### src/rtl/shift_rotate_pipe.sv
// shift_rotate_pipe: pipelined barrel rotator/shifter with carry-out and valid/ready backpressure
module shift_rotate_pipe #(
    parameter int WIDTH  = 32,
    parameter int STAGES = 2,
    localparam int SHAMT_W = $clog2(WIDTH)
) (
    input  logic               clk,
    input  logic               reset,
    input  logic               in_valid,
    output logic               in_ready,
    input  logic [WIDTH-1:0]   m,
    input  logic [SHAMT_W-1:0] amount,
    input  logic [1:0]         mode,
    output logic               out_valid,
    input  logic               out_ready,
    output logic [WIDTH-1:0]   r,
    output logic               shout
);
    localparam int GRP = (SHAMT_W + STAGES - 1) / STAGES;

    function automatic logic [SHAMT_W-1:0] grp_mask(input int k);
        logic [SHAMT_W-1:0] mk;
        mk = '0;
        for (int i = 0; i < SHAMT_W; i++) mk[i] = (i >= k * GRP) && (i < (k + 1) * GRP);
        return mk;
    endfunction

    logic [STAGES-1:0]              vld_q, vld_d, sh_q, sh_d;
    logic [STAGES-1:0][WIDTH-1:0]   data_q, data_d;
    logic [STAGES-1:0][SHAMT_W-1:0] amt_q, amt_d;
    logic [STAGES-1:0][1:0]         mode_q, mode_d;
    logic                           advance, v, s, ns;
    logic [WIDTH-1:0]               d, nd, rl, rr, ar;
    logic [2*WIDTH-1:0]             dl, dr;
    logic [SHAMT_W-1:0]             a, b;
    logic [1:0]                     md;

    assign out_valid = vld_q[STAGES-1];
    assign r         = data_q[STAGES-1];
    assign shout     = sh_q[STAGES-1];
    assign advance   = !out_valid || out_ready;
    assign in_ready  = advance;

    // Left modes lose the bit that a rotate-left brings to bit 0; right modes the one a rotate-right brings to the MSB.
    always_comb begin
        v = in_valid;
        d = m;
        a = amount;
        md = mode;
        s = 1'b0;
        b = '0;
        dl = '0;
        dr = '0;
        rl = '0;
        rr = '0;
        ar = '0;
        nd = '0;
        ns = 1'b0;
        vld_d = vld_q;
        sh_d = sh_q;
        data_d = data_q;
        amt_d = amt_q;
        mode_d = mode_q;
        for (int k = 0; k < STAGES; k++) begin
            b = a & grp_mask(k);
            dl = {d, d} << b;
            dr = {d, d} >> b;
            rl = dl[2*WIDTH-1:WIDTH];
            rr = dr[WIDTH-1:0];
            ar = $signed(d) >>> b;
            nd = md == 2'b00 ? rl : md == 2'b01 ? d << b : md == 2'b10 ? d >> b : ar;
            ns = b == '0 ? s : md[1] ? rr[WIDTH-1] : rl[0];
            if (advance) begin
                vld_d[k] = v;
                if (v) begin
                    data_d[k] = nd;
                    sh_d[k] = ns;
                    amt_d[k] = a;
                    mode_d[k] = md;
                end
            end
            v = vld_q[k];
            d = data_q[k];
            a = amt_q[k];
            md = mode_q[k];
            s = sh_q[k];
        end
    end

    always_ff @(posedge clk) begin
        if (reset) begin
            vld_q <= '0;
            sh_q <= '0;
            data_q <= '0;
            amt_q <= '0;
            mode_q <= '0;
        end else begin
            vld_q <= vld_d;
            sh_q <= sh_d;
            data_q <= data_d;
            amt_q <= amt_d;
            mode_q <= mode_d;
        end
    end
endmodule

### config.mk
export PLATFORM = sky130hd
export DESIGN_NAME = shift_rotate_pipe
export DESIGN_NICKNAME = d
export VERILOG_FILES = /design/src/rtl/shift_rotate_pipe.sv
export SDC_FILE = /design/constraint.sdc
export NUM_CORES = 1
export LEC_CHECK = 0
export CAP_MARGIN = 20
export CELL_PAD_IN_SITES_DETAIL_PLACEMENT = 0
export CELL_PAD_IN_SITES_GLOBAL_PLACEMENT = 1
export CORE_ASPECT_RATIO = 0.6
export CORE_MARGIN = 2
export CORE_UTILIZATION = 44
export DETAILED_ROUTE_END_ITERATION = 8
export GPL_TIMING_DRIVEN = 0
export PLACE_DENSITY_LB_ADDON = 0.1
export SKIP_CTS_REPAIR_TIMING = 1
export SLEW_MARGIN = 20
export SYNTH_ARGS = -nofsm -noshare
export SYNTH_HDL_FRONTEND = slang
export SYNTH_SLANG_ARGS = --single-unit
### constraint.sdc
create_clock -name clk -period 2.55 [get_ports clk]
set_input_delay 0.51 -clock clk [delete_from_list [all_inputs] [get_ports clk]]
set_output_delay 0.51 -clock clk [all_outputs]
set_load 0.05 [all_outputs]
# Word-level counts from Yosys, hierarchy flattened
# Index checks and enable logic that the tools add are counted.
totals:
  inputBits: 43
  output_inout_bits: 35
  word_cells: 39
  reg_bits: 75
classes:
  eq_ne: 4
  n_shift: 10
  mux: 10
  reduce_logical: 8
ops:
  columns: ["op", "count"]
  rows:
  - ["two-way mux 32 bit", 6]
  - ["<< shifter 64 x 3 -> 64 bit", 1]
  - ["<< shifter 64 x 5 -> 64 bit", 1]
  - [">> shifter 64 x 3 -> 32 bit", 1]
  - [">> shifter 64 x 5 -> 32 bit", 1]
  - ["<< shifter 32 x 3 -> 32 bit", 1]
  - ["<< shifter 32 x 5 -> 32 bit", 1]
  - [">> shifter 32 x 3 -> 32 bit", 1]
  - [">> shifter 32 x 5 -> 32 bit", 1]
  - [">>> shifter 32 x 3 -> 32 bit", 1]
  - [">>> shifter 32 x 5 -> 32 bit", 1]
  - ["zero test 5 bit", 2]
  - ["equality test 2 x 1 -> 1 bit, second input constant", 2]
  - ["equality test 2 bit, second input constant", 2]
  - ["zero test 2 bit", 2]
  - ["two-way mux 1 bit", 4]
  - ["AND reduction 2 bit", 2]
  - ["zero test 1 bit", 1]
  - ["logical OR 1 bit", 1]

# Longest topological paths before layout
# Gate-level depths: netlist (run 1).
logic_depth:
  word_depth: 4
  depth_mapped: 9
  mapped_depth_nobuf: 5

# Worst setup path before layout (run 1)
# Ideal clock, no wire load.
synth_timing:
  kind: "in2reg"
  startpoint: "input amount[0]"
  endpoint: "register data_q[26] (netlist bit)"
  required_time_ns: 2.435
  slack_ns: 0.489
  setup_ns: 0.115
  cell_stages: 5
  path_buffers: 2
  arrival_time_ns: 1.947
  cell_sequence: "buf_6 -> buf_6 -> mux4_2 -> mux4_2 -> o21a_1"
synth_via:
  elab_chain_len: 4
  elab_cells_between_ends: 7
  classes_between: "shift: 4; mux: 3"
synth_rtl:
  columns: ["element", "line_no", "source"]
  rows:
  - ["start: declaration", "12", "input logic [SHAMT_W-1:0] amount,"]
  - [">>> shifter 32 x 3 -> 32 bit or >> shifter 32 x 3 -> 32 bit (tied branches)", "70, 71", null]
  - ["two-way mux 32 bit (2 in series)", "71", "nd = md == 2'b00 ? rl : md == 2'b01 ? d << b : md == 2'b10 ? d >> b : ar;"]
  - ["two-way mux 32 bit *", "71", null]
  - ["end signal: assignment", "100", "data_q <= data_d;"]
  - ["end: declaration", "29", "logic [STAGES-1:0][WIDTH-1:0] data_q, data_d;"]
# Every way passes the cells marked *; elsewhere a longest branch is shown, timed or not.
# A chain may end at the register's enable or synchronous reset.

# Worst setup path in the final report (run 1)
layout_timing:
  startpoint: "register amt_q[4] (netlist bit)"
  endpoint: "register sh_q[1]"
layout_via:
  elab_chain_len: 3
  elab_cells_between_ends: 5
  classes_between: "shift: 2; mux: 2; reduce/logical: 1"
layout_rtl:
  columns: ["element", "line_no", "source"]
  rows:
  - ["start: declaration", "30", "logic [STAGES-1:0][SHAMT_W-1:0] amt_q, amt_d;"]
  - ["start signal: assignment", "101", "amt_q <= amt_d;"]
  - ["<< shifter 64 x 5 -> 64 bit or >> shifter 64 x 5 -> 32 bit (tied branches)", "66, 67", null]
  - ["two-way mux 1 bit", "72", "ns = b == '0 ? s : md[1] ? rr[WIDTH-1] : rl[0];"]
  - ["two-way mux 1 bit *", "72", null]
  - ["end signal: assignment", "93", "sh_q <= '0;"]
  - ["end signal: assignment", "99", "sh_q <= sh_d;"]
  - ["end: declaration", "28", "logic [STAGES-1:0] vld_q, vld_d, sh_q, sh_d;"]
# Marked as above.

==> results of run 1 <==
==> worst reg2reg max path, cell delays in order (launching register included) <==
cell	delay, ns
sky130_fd_sc_hd__dfxtp_1	0.33
sky130_fd_sc_hd__buf_2	0.28
sky130_fd_sc_hd__buf_2	0.35
sky130_fd_sc_hd__clkbuf_1	0.69
sky130_fd_sc_hd__o221ai_1	0.31
sky130_fd_sc_hd__o311ai_0	0.20
sky130_fd_sc_hd__a21oi_1	0.13
==> registers in the layout (all words and copies together) (netlist names) <==
name / cells
amt_q: 2
data_q: 32
mode_q: 2
r: 32
sh_q: 2
vld_q: 2
==> power by group through the flow <==
stage	Combinational, mW	Sequential (mW)	Clock (mW)
6_report	1.60	1.33	1.28
5_1_grt	1.68	1.34	1.34
4_1_cts	1.53	1.32	1.29
3_5_place_dp	1.53	1.35	0
3_3_place_gp	1.52	1.34	0
2_1_floorplan	1.04	1.30	0
==> metal layers <==
layer  share of wire (%)  global-route usage (%)  wire length [um]
met5                0.16                    2.17                49
met4                 1.3                    5.95               406
met3                  18                    18.3              5640
met2                  36                    46.1             11200
met1                  44                    54.2             13600
==> area by class of cell <==
| type | count | area, um^2 |
|---|---|---|
| plain buffers | 119 | 726 |
| well taps | 203 | 254 |
| fillers | 1464 | 7170 |
| multi-input cells | 660 | 4900 |
| inverters | 13 | 51.3 |
| flip-flops and latches | 72 | 1440 |
| clock inverters | 5 | 56.3 |
| repair buffers | 71 | 713 |
| clock buffers | 10 | 239 |
==> worst paths after layout <==
path                         start              endpoint  slack, ns  cells past startpoint
min              r[1]$_SDFFE_PP0P_     r[1]$_SDFFE_PP0P_       0.46                      2
max          amt_q[4]$_SDFFE_PP0P_  sh_q[1]$_SDFFE_PP0P_       0.10                      6
min reg2reg      r[1]$_SDFFE_PP0P_     r[1]$_SDFFE_PP0P_       0.46                      2
max reg2reg  amt_q[4]$_SDFFE_PP0P_  sh_q[1]$_SDFFE_PP0P_       0.10                      6
==> layout by cell type, fill, tap and decap left out, drive strengths merged, types with 21 or more instances in the layout <==
cell type,synthesis,final
a31oi,22,22
mux4,40,40
mux2,44,44
clkbuf,45,57
buf,74,72
nor2,129,129
clkdlybuf4s50,0,70
mux2i,77,77
nand2,70,70
dfxtp,72,72
a21oi,66,66
o21ai,24,24
nor3,21,21
==> cell families (layout without fill, tap and decap cells) <==
| logic type | Yosys count | after routing | share of synthesized area (%) |
|---|---|---|---|
| and+or+nand+nor | 276 | 276 | 17.0 |
| DFF | 72 | 72 | 20.3 |
| muxes | 161 | 161 | 30.6 |
| buffers and inverters | 132 | 218 | 10.8 |
| AOI/OAI and AO/OA | 223 | 223 | 21.3 |
==> results_tabular.tex, run 1 <==
\begin{tabular}{lr}
\hline
Metric & Value \\
\hline
\multicolumn{2}{l}{\textbf{Pwr}} \\
Logic pwr share & 38.0\% \\
Clock Power Share & 30.4\% \\
Internal power consumption & 2.63 mW \\
Overall power consumption & 4.21 mW \\
Switching portion of total power & between 30\% and 40\% \\
Power density normalized to cell area & around 500 mW/mm\^{}2 \\
Leak pwr & roughly 3.2 nW \\
Worst IR Drop VDD & between 0.0002 and 0.0003 V \\
Part of the total power dissipated in sequential elements & about a third \\
Power spent charging and discharging nets & 1.58 mW \\
\multicolumn{2}{l}{\textbf{Floorplanning}} \\
Top-level I/O count & 78 \\
DIE HEIGHT & $\sim$100 um \\
Full die area & 0.0172 mm\^{}2 \\
Core Footprint & approximately 0.016 mm\^{}2 \\
Starting utilization of the core area & 45.6\% \\
Horizontal die dimension & around 170 um \\
Standard-cell row count & 35 \\
\multicolumn{2}{l}{\textbf{Timing}} \\
Worst-case headroom to the max-slew limit & between 30\% and 40\% \\
Count of endpoints failing hold in the final timing report & 0 \\
Clock period minus final worst setup slack & roughly 2.4 ns \\
Post-route fraction of the period consumed by the critical path & $\sim$96\% \\
Clock Skew & around 0.011 ns \\
Post-route setup TNS & 0 ns \\
Worst hold margin & about 0.46 ns \\
Number of max-slew violations in the final report & 0 \\
Unrepaired setup endpoints after global routing & false \\
\# setup viols final & 0 \\
Slew of the pin with the lowest slew margin & 0.949 ns \\
Maximum clock frequency & between 400 and 500 MHz \\
Final WS setup & between 0.1 and 0.15 ns \\
\multicolumn{2}{l}{\textbf{Setup path}} \\
Cell mode on critical path & sky130\_fd\_sc\_hd\_\_buf\_2 \\
Max stage delay on crit path & slightly below 0.7 ns \\
Path type of the worst setup path & flop to flop \\
Crit start category & flop \\
Critical Path, Cell by Cell & buf\_2 > buf\_2 > clkbuf\_1 > o221ai\_1 > o311ai\_0 > a21oi\_1 \\
Required arrival time at the worst endpoint & roughly 2.7 ns \\
Crit Path Max Fanout & 10 \\
Crit. End Element & flop \\
Highest-delay cell along the critical path & sky130\_fd\_sc\_hd\_\_clkbuf\_1 \\
CP Buf/Inv Count & 3 \\
Arrival @ worst endpoint & about 2.6 ns \\
Cell type group with the largest total delay on the critical path & buffers and inverters \\
\multicolumn{2}{l}{\textbf{Synthesis}} \\
Synthesized area divided by synthesized cell count & about 8.2 um\^{}2 \\
Ys Warns & 0 \\
Cell with the most instances after synthesis & sky130\_fd\_sc\_hd\_\_nor2\_1 \\
Largest area contributor in the synthesized netlist & sky130\_fd\_sc\_hd\_\_dfxtp\_1 \\
Post-synthesis cell count & 864 \\
Primary flip-flop cell chosen by synthesis mapping & sky130\_fd\_sc\_hd\_\_dfxtp\_1 \\
Synthesis-stage register bit count & between 70 and 80 \\
Number of flops mapped to enable cells by yosys & 0 \\
Top cells by instance count after synthesis & sky130\_fd\_sc\_hd\_\_nor2\_1, sky130\_fd\_sc\_hd\_\_mux2i\_1, sky130\_fd\_sc\_hd\_\_dfxtp\_1 \\
Net count of the mapped netlist & roughly 900 \\
Synth async-reset ratio & 0\% \\
Post-Syn Area & roughly 0.007 mm\^{}2 \\
Proportion of netlist area held by the largest area contributor & just over 20\% \\
Post-synth cell types & 58 \\
Main area contributors after synthesis & sky130\_fd\_sc\_hd\_\_dfxtp\_1, sky130\_fd\_sc\_hd\_\_mux4\_2, sky130\_fd\_sc\_hd\_\_mux2i\_1, sky130\_fd\_sc\_hd\_\_nor2\_1, sky130\_fd\_sc\_hd\_\_a21oi\_1 \\
Seq/Total Area, Yosys & 20.3\% \\
\multicolumn{2}{l}{\textbf{Detailed routing}} \\
Routed vias/inst & between 6 and 7 \\
Residual DRC & 0 \\
Number of detailed-route iterations in the first pass & 5 \\
Post-DRT Antenna Nets & 0 \\
WL final & 31.0 mm \\
Iteration-0 DRC Markers & roughly 1100 \\
Average wire length per cell after detail routing & 26.8 um \\
Vias post-DR & roughly 7800 \\
\multicolumn{2}{l}{\textbf{Run}} \\
Max Cap Viol & 0 \\
\multicolumn{2}{l}{\textbf{Global routing}} \\
Total global routing track utilization & between 30\% and 40\% \\
Initial antenna violation count & 0 \\
Number of global-route vias before repair & $\sim$7300 \\
Global-route wire length before repair & about 46 mm \\
Largest net degree at the start of global routing & 13 \\
Remaining global-route overflow & 0 \\
\multicolumn{2}{l}{\textbf{Place}} \\
Number of instances in the placed design & approximately 1100 \\
Placer Congestion & $\sim$1.0 \\
Worst setup slack before clock tree synthesis & -0.349 ns \\
Detailed Place HPWL & around 25 mm \\
Number of input and output port buffers inserted & 71 \\
Area of placed instances & 0.00806 mm\^{}2 \\
\multicolumn{2}{l}{\textbf{Layout}} \\
Final instance area & $\sim$0.0084 mm\^{}2 \\
Core occupancy in the finished layout & 53.9\% \\
NumNets Final & a little under 1000 \\
Layout overhead on the synthesized area & 18.1\% \\
Post-route non-filler standard cell count & $\sim$1200 \\
Number of antenna diodes & 0 \\
Ratio of cells with drive above 1 in the final layout & between 10\% and 20\% \\
\multicolumn{2}{l}{\textbf{Worst hold path}} \\
Min-Delay Path Class & flop to flop \\
\multicolumn{2}{l}{\textbf{Clock tree}} \\
Depth of the CTS H-tree & 3 \\
Maximum buffer depth of the clock tree & 2 \\
CTS Buf Count & 9 \\
CTS tree & built \\
Root Driver & sky130\_fd\_sc\_hd\_\_clkbuf\_16 \\
Sinks on Clock Net & slightly above 70 \\
Clock-pin transition on the worst setup and hold timing paths & around 0.06 ns \\
Worst-skew pair later-pin latency & roughly 0.34 ns \\
\multicolumn{2}{l}{\textbf{Status}} \\
Result of the run & finished clean \\
\hline
\end{tabular}
(Power assumes the default switching activity.)
==> run 2: changes to the inputs <==
--- a/config.mk
+++ b/config.mk
@@ -11,6 +11,7 @@
 export CORE_ASPECT_RATIO = 0.6
 export CORE_MARGIN = 2
 export CORE_UTILIZATION = 44
+export CTS_CLUSTER_SIZE = 16
 export DETAILED_ROUTE_END_ITERATION = 8
 export GPL_TIMING_DRIVEN = 0
 export PLACE_DENSITY_LB_ADDON = 0.1
==> results of run 2 <==
The final DEF is identical to that of run 1; final timing and power are the same.
